$ cat src/rtl/switch_debounce.sv
// Mechanical switch debouncer: 2-flop synchronizer, stability counter, press/release pulses.
// Optional LED toggle-on-release output under macro SWITCH_DEBOUNCE_TOGGLE_EN.
module switch_debounce #(
  parameter int DEBOUNCE_LIMIT = 250000
) (
  input  logic i_Clk,
  input  logic i_Rst,
  input  logic i_Switch,
  output logic o_Switch,
  output logic o_Rise,
  output logic o_Fall
`ifdef SWITCH_DEBOUNCE_TOGGLE_EN
  ,
  output logic o_Toggle
`endif
);

  localparam int CW = (DEBOUNCE_LIMIT > 2) ? $clog2(DEBOUNCE_LIMIT) : 1;
  localparam logic [CW-1:0] C_LAST = CW'(DEBOUNCE_LIMIT - 1);

  typedef enum logic {RELEASED = 1'b0, PRESSED = 1'b1} state_t;

  state_t        r_State;
  logic          r_Sync1;
  logic          r_Sync2;
  logic [CW-1:0] r_Count;
  logic          r_Rise;
  logic          r_Fall;
  logic          w_Level;
`ifdef SWITCH_DEBOUNCE_TOGGLE_EN
  logic          r_Toggle;
`endif

  assign w_Level = (r_State == PRESSED);

  always_ff @(posedge i_Clk) begin
    if (i_Rst) begin
      r_State <= RELEASED;
      r_Sync1 <= 1'b0;
      r_Sync2 <= 1'b0;
      r_Count <= '0;
      r_Rise  <= 1'b0;
      r_Fall  <= 1'b0;
`ifdef SWITCH_DEBOUNCE_TOGGLE_EN
      r_Toggle <= 1'b0;
`endif
    end else begin
      r_Sync1 <= i_Switch;
      r_Sync2 <= r_Sync1;
      r_Rise  <= 1'b0;
      r_Fall  <= 1'b0;
      if (r_Sync2 == w_Level) begin
        r_Count <= '0;
      end else if (r_Count != C_LAST) begin
        r_Count <= r_Count + 1'b1;
      end else begin
        // Input held the new level long enough: commit it and pulse the edge flag.
        r_Count <= '0;
        case (r_State)
          RELEASED: begin
            r_State <= PRESSED;
            r_Rise  <= 1'b1;
          end
          default: begin
            r_State <= RELEASED;
            r_Fall  <= 1'b1;
`ifdef SWITCH_DEBOUNCE_TOGGLE_EN
            r_Toggle <= ~r_Toggle;
`endif
          end
        endcase
      end
    end
  end

  assign o_Switch = w_Level;
  assign o_Rise   = r_Rise;
  assign o_Fall   = r_Fall;
`ifdef SWITCH_DEBOUNCE_TOGGLE_EN
  assign o_Toggle = r_Toggle;
`endif

endmodule

$ cat config.mk
export PLATFORM = sky130hd
export DESIGN_NAME = switch_debounce
export DESIGN_NICKNAME = d
export VERILOG_FILES = /design/src/rtl/switch_debounce.sv
export SDC_FILE = /design/constraint.sdc
export NUM_CORES = 1
export LEC_CHECK = 0
export BUFFER_PORTS_ARGS = -buffer_cell sky130_fd_sc_hd__buf_4
export CAP_MARGIN = 0
export CORE_ASPECT_RATIO = 1.1
export CORE_UTILIZATION = 60
export DETAILED_ROUTE_END_ITERATION = 8
export PLACE_DENSITY = 0.79
export SETUP_SLACK_MARGIN = 0.3
export SYNTH_ARGS = -nofsm -noshare
export SYNTH_HDL_FRONTEND = slang
export SYNTH_SLANG_ARGS = --single-unit
$ cat constraint.sdc
create_clock -name i_Clk -period 3.5 [get_ports i_Clk]
set_clock_uncertainty 0.05 [all_clocks]
set_input_delay 0.7 -clock i_Clk [delete_from_list [all_inputs] [get_ports i_Clk]]
set_output_delay 0.7 -clock i_Clk [all_outputs]
set_load 0.01 [all_outputs]
After elaboration in Yosys (flattened, before gate mapping)
Index checks and enable logic that the tools add are counted.
{"block": "op_classes", "addsub": 1, "n_eq_ne": 2, "mux": 2, "bitwise_logic": 2, "n_reduce_logical": 3}
{"cell": "18-bit by 1-bit adder with 18-bit output, second input constant", "count": 1}
{"cell": "18-bit != test, second input constant", "count": 1}
{"cell": "3-bit OR reduction", "count": 2}
{"cell": "1-bit 2-to-1 mux", "count": 2}
{"cell": "1-bit NOT", "count": 2}
{"cell": "2-bit AND reduction", "count": 1}
{"cell": "1-bit == test", "count": 1}
{"block": "word_totals", "reg_bits": 23, "inputBits": 3, "output_inout_bits": 3, "word_cells": 16}

Logic depth before layout (Yosys ltp)
{"block": "depth", "word_depth": 3, "mapped_depth": 6, "ltp_nobuf": 5}

Worst setup path before layout
No wires, ideal clock.
{"block": "synth_timing", "kind": "flip-flop to flip-flop", "start": "register r_Count[0]", "end": "register r_Count[1]", "setup_ns": 0.115, "arrival_time_ns": 1.482, "path_slack_ns": 1.853, "stages_incl_launch_ff": 5, "path_buffers": 0, "synth_period_minus_slack_ns": 1.647, "path_cell_list": "dfxtp_1 -> ha_1 -> nand3_1 -> or4_1 -> and3_1"}
{"block": "synth_between", "elab_chain_len": 3, "elab_cells_between_ends": 4, "classes_between": "add/sub: 1; eq/ne: 1; bitwise: 1; reduce/logical: 1"}
{"item": "start: declaration", "line_no": "26", "source": "logic [CW-1:0] r_Count;"}
{"item": "start signal: assignment", "line_no": "55", "source": "r_Count <= r_Count + 1'b1;"}
{"item": "branches (longest 3 deep; another with 18-bit by 1-bit adder with 18-bit output)"}
Parallel ways; which one is timed is not known.
A chain may end at the register's enable or synchronous reset.

Worst setup path after layout
{"block": "layout_timing", "start": "register r_Count[0]", "end": "register r_Count[8]"}
Same word-level chain as after synthesis.

==> flow_summary.rst <==
.. list-table::
   :header-rows: 1

   * - Metric
     - Value
   * - Number of design rule violations left after detail routing
     - 0
   * - Post-cts resize count
     - 0
   * - Max FO, Critical Path
     - 17
   * - Portion of the clock cycle consumed by the worst path in the final layout
     - 57.0%
   * - Ports
     - 6
   * - FFs w/ async S/R, synth
     - 0%
   * - Minimum clock period
     - 2000 ps
   * - Antenna violations before repair
     - 0
   * - Total power density per cell area
     - 358 mW/mm^2
   * - Total area of sequential cells
     - 460 um^2
   * - Post-CTS Setup Repair Bufs
     - 0
   * - Share of power burned in the clock network
     - 30.8%
   * - Summed negative setup slack over all endpoints
     - 0 ps
   * - Top cells by count, synth
     - sky130_fd_sc_hd__dfxtp_1 (23), sky130_fd_sc_hd__nor2_1 (18), sky130_fd_sc_hd__xor2_1 (9)
   * - Prevailing post-synth register cell
     - sky130_fd_sc_hd__dfxtp_1
   * - Area of the multi-input gates
     - between 500 and 600 um^2
   * - Type of the setup path with the least slack
     - reg -> reg
   * - Proportion of total power due to net switching
     - 21.0%
   * - DRT iter0 DRCs
     - 12
   * - Result of the run
     - complete, no violations
   * - Destination of the worst register-to-register timing path
     - r_Count[8]$_SDFF_PP0_
   * - Number of nets in the synthesized netlist
     - 112
   * - Most numerous cell in the Yosys netlist
     - sky130_fd_sc_hd__dfxtp_1
   * - Area of placed instances
     - 0.00106 mm^2
   * - Fraction of final layout cells with drive strength greater than 1
     - about an eighth
   * - Leading post-synthesis cells by cell area
     - sky130_fd_sc_hd__dfxtp_1 (45%), sky130_fd_sc_hd__xor2_1 (7.6%), sky130_fd_sc_hd__nor2_1 (6.5%)
   * - End of the worst hold path
     - r_Sync2$_SDFF_PP0_
   * - Final routed wirelength across all metal layers
     - 1.74 mm
   * - Kind of path behind the tightest hold check
     - reg -> reg
   * - Vias in the first global route
     - ~680
   * - Clock edge transition at the registers on the reported setup and hold paths
     - about 120 ps
   * - Total power of the final layout
     - a little under 400 uW
   * - Hold buffer count at cts
     - 0
   * - Cell at the root of the clock tree
     - sky130_fd_sc_hd__clkbuf_4
   * - Fillers
     - 136
   * - Worst hold path cell count
     - 1
   * - Number of H-tree branching levels
     - 1
   * - Placed wire-length estimate
     - 1.24 mm
   * - Total setup violations reported at the end of the flow
     - 0
   * - Worst slack on hold paths
     - ~400 ps
   * - Routed WL per cell
     - 13.3 um
   * - Area share of the largest cell type after synthesis
     - 44.6%
   * - Number of maximum-capacitance constraint violations
     - 0
   * - Achievable frequency
     - 501 MHz
   * - Maximum number of pins on one net before global-route repair
     - 18
   * - Number of iterations in the first detailed-routing pass
     - 4
   * - CTS max path bufs
     - 2
   * - Kind of launch point of the worst setup path
     - register
   * - Maximum vdd ir drop
     - 0.237 mV
   * - Antenna cell count
     - 0
   * - Cell area after layout
     - 0.00109 mm^2
   * - Most area-hungry cell type in the Yosys netlist
     - sky130_fd_sc_hd__dfxtp_1
   * - Syn-to-layout area delta
     - 5.82%
   * - Relative max-transition margin
     - 41.3%
   * - Total leakage power
     - approximately 0.00034 uW
   * - Starting utilization of the core area
     - 64.7%
   * - Remaining number of nets flagged by the antenna check after routing
     - 0
   * - Data required time of the worst path
     - 3620 ps
   * - Net count reported at finish
     - roughly 120
   * - TritonCTS clock tree
     - built
   * - Total Routing Usage GR
     - 20.1%
   * - Setup repair after global routing missed its margin
     - no
   * - Wire length of the first global-routing pass
     - 2.89 mm
   * - Floorplan row count
     - 15
   * - Warnings, synthesis
     - 0
   * - Minimum setup slack among reg-to-reg paths
     - 1500 ps
   * - Inst Count DP
     - 127
   * - DR vias/cell
     - 6.15
   * - Number of synthesized flops with an enable pin
     - 0
   * - Length in cells of the worst reg-to-reg path
     - 4
   * - Final RePlAce weighted congestion
     - 0.739
   * - Reg-to-reg startpoint
     - r_Count[0]$_SDFF_PP0_
   * - Internal Pwr Total
     - 309 uW
   * - Post-Synthesis Cells
     - 108
   * - Arrival time reported for the critical path endpoint
     - 2120 ps
   * - Final cell count without fillers
     - 131
   * - Hold path start
     - r_Sync1$_SDFF_PP0_
   * - Number of library cell types mapped by synthesis
     - 28
   * - Overall via count from detail_route
     - between 800 and 900
   * - Slew at the pin with the worst max-slew slack
     - around 900 ps
   * - Horizontal extent of the die
     - 41.5 um
   * - Number of clock buffers inserted by TritonCTS
     - 3
   * - Count of buffers inserted at the top-level ports
     - 5
   * - Post-Synthesis Mean Instance Area
     - 9.56 um^2
   * - Number of synthesized register bits
     - 23
   * - Slew Viols, Final
     - 0
   * - Clock latency at the later pin of the worst-skew pair
     - 300 ps
   * - Proportion of synthesized chip area in sequential cells
     - between 40% and 50%
   * - Clock sinks
     - 23
   * - Area inside the core boundary
     - between 0.0015 and 0.002 mm^2
   * - Vert. Die Dim
     - around 46 um
   * - Logic pwr share
     - under 10%
   * - Count of endpoints failing hold in the final timing report
     - 0
   * - Die area
     - 0.00189 mm^2
   * - Combined area of all synthesized cells
     - 0.00103 mm^2
   * - Register share of total power
     - 67.5%
   * - Net switching power figure
     - just over 80 uW
   * - Remaining Overflow, GRT
     - 0
   * - Capturing element type of the critical path
     - register
## metrics by stage
step | worst slack [ps] | utilization, %
after CTS | 1490 | 68.5
after global routing | 1340 | 68.5
after global placement | 1560 | 66.7
after detailed placement | 1500 | 66.7
after floorplan | 1850 | -
final | 1500 | 68.5
## flip-flops by register name, indices dropped and copies added, names as in the netlist
signal and cells:
r_Count 18, o_Fall 1, o_Switch 1, r_Sync1 1, r_Sync2 1, o_Rise 1
## worst max-delay path, cell delays in order (launching register included)
cell	delay (ps)
sky130_fd_sc_hd__dfxtp_1	410
sky130_fd_sc_hd__ha_1	220
sky130_fd_sc_hd__nand3_1	190
sky130_fd_sc_hd__o41ai_4	870
sky130_fd_sc_hd__nor2_1	120
## how the worst max path moves through the flow
stage | startpoint | to | slack (ps)
after global routing | r_Count[0]$_SDFF_PP0_ | r_Count[2]$_SDFF_PP0_ | 1340
after detailed placement | r_Count[0]$_SDFF_PP0_ | r_Count[8]$_SDFF_PP0_ | 1500
final | r_Count[0]$_SDFF_PP0_ | r_Count[8]$_SDFF_PP0_ | 1500
after global placement | r_Count[0]$_SDFF_PP0_ | r_Count[15]$_SDFF_PP0_ | 1560
after CTS | r_Count[0]$_SDFF_PP0_ | r_Count[8]$_SDFF_PP0_ | 1490
after floorplan | r_Count[0]$_SDFF_PP0_ | r_Count[1]$_SDFF_PP0_ | 1850
## placed cells by master (no fill, tap or decap), types with 3 or more instances in the layout
cell                       netlist  final
sky130_fd_sc_hd__xor2_1          9      9
sky130_fd_sc_hd__nand3_1         6      6
sky130_fd_sc_hd__nand2_1         6      6
sky130_fd_sc_hd__clkbuf_4        0      3
sky130_fd_sc_hd__dfxtp_1        23     23
sky130_fd_sc_hd__nor4_1          4      4
sky130_fd_sc_hd__buf_4           0      5
sky130_fd_sc_hd__xnor2_1         7      7
sky130_fd_sc_hd__nand4_1         8      8
sky130_fd_sc_hd__nor2_1         18     18
## area by class of cell
type                       count  area share [%]
clock buffer                   3            2.06
clock inverter                 1           0.458
multi-input combinational     82            49.9
sequential                    23            42.2
tap                           17            1.95
timing repair buffer           5            3.44
## per-layer routing
metal	global-route usage (%)	routed length, um	part of all wire, %
met1	27.7	878	50
met2	31.3	800	46
met4	10.3	19	1.1
met3	2.38	41	2.4
met5	0	0	0
## power groups by stage
stage	clock network, uW	registers (uW)	logic, uW
6_report	120	264	6.91
2_1_floorplan	0	270	4.43
3_3_place_gp	0	270	6.69
3_5_place_dp	0	270	6.97
5_1_grt	130	264	7.44
4_1_cts	122	264	6.98
## cells by family after synthesis
kind of cell,Yosys count,share of synthesized area (%)
compound gates,3,3.88
xor+xnor,16,13.6
fa+ha+maj,1,1.21
buf+inv,3,2.54
flops,23,44.6
mux,1,0.970
simple gates,61,33.2
(Power assumes the default switching activity.)
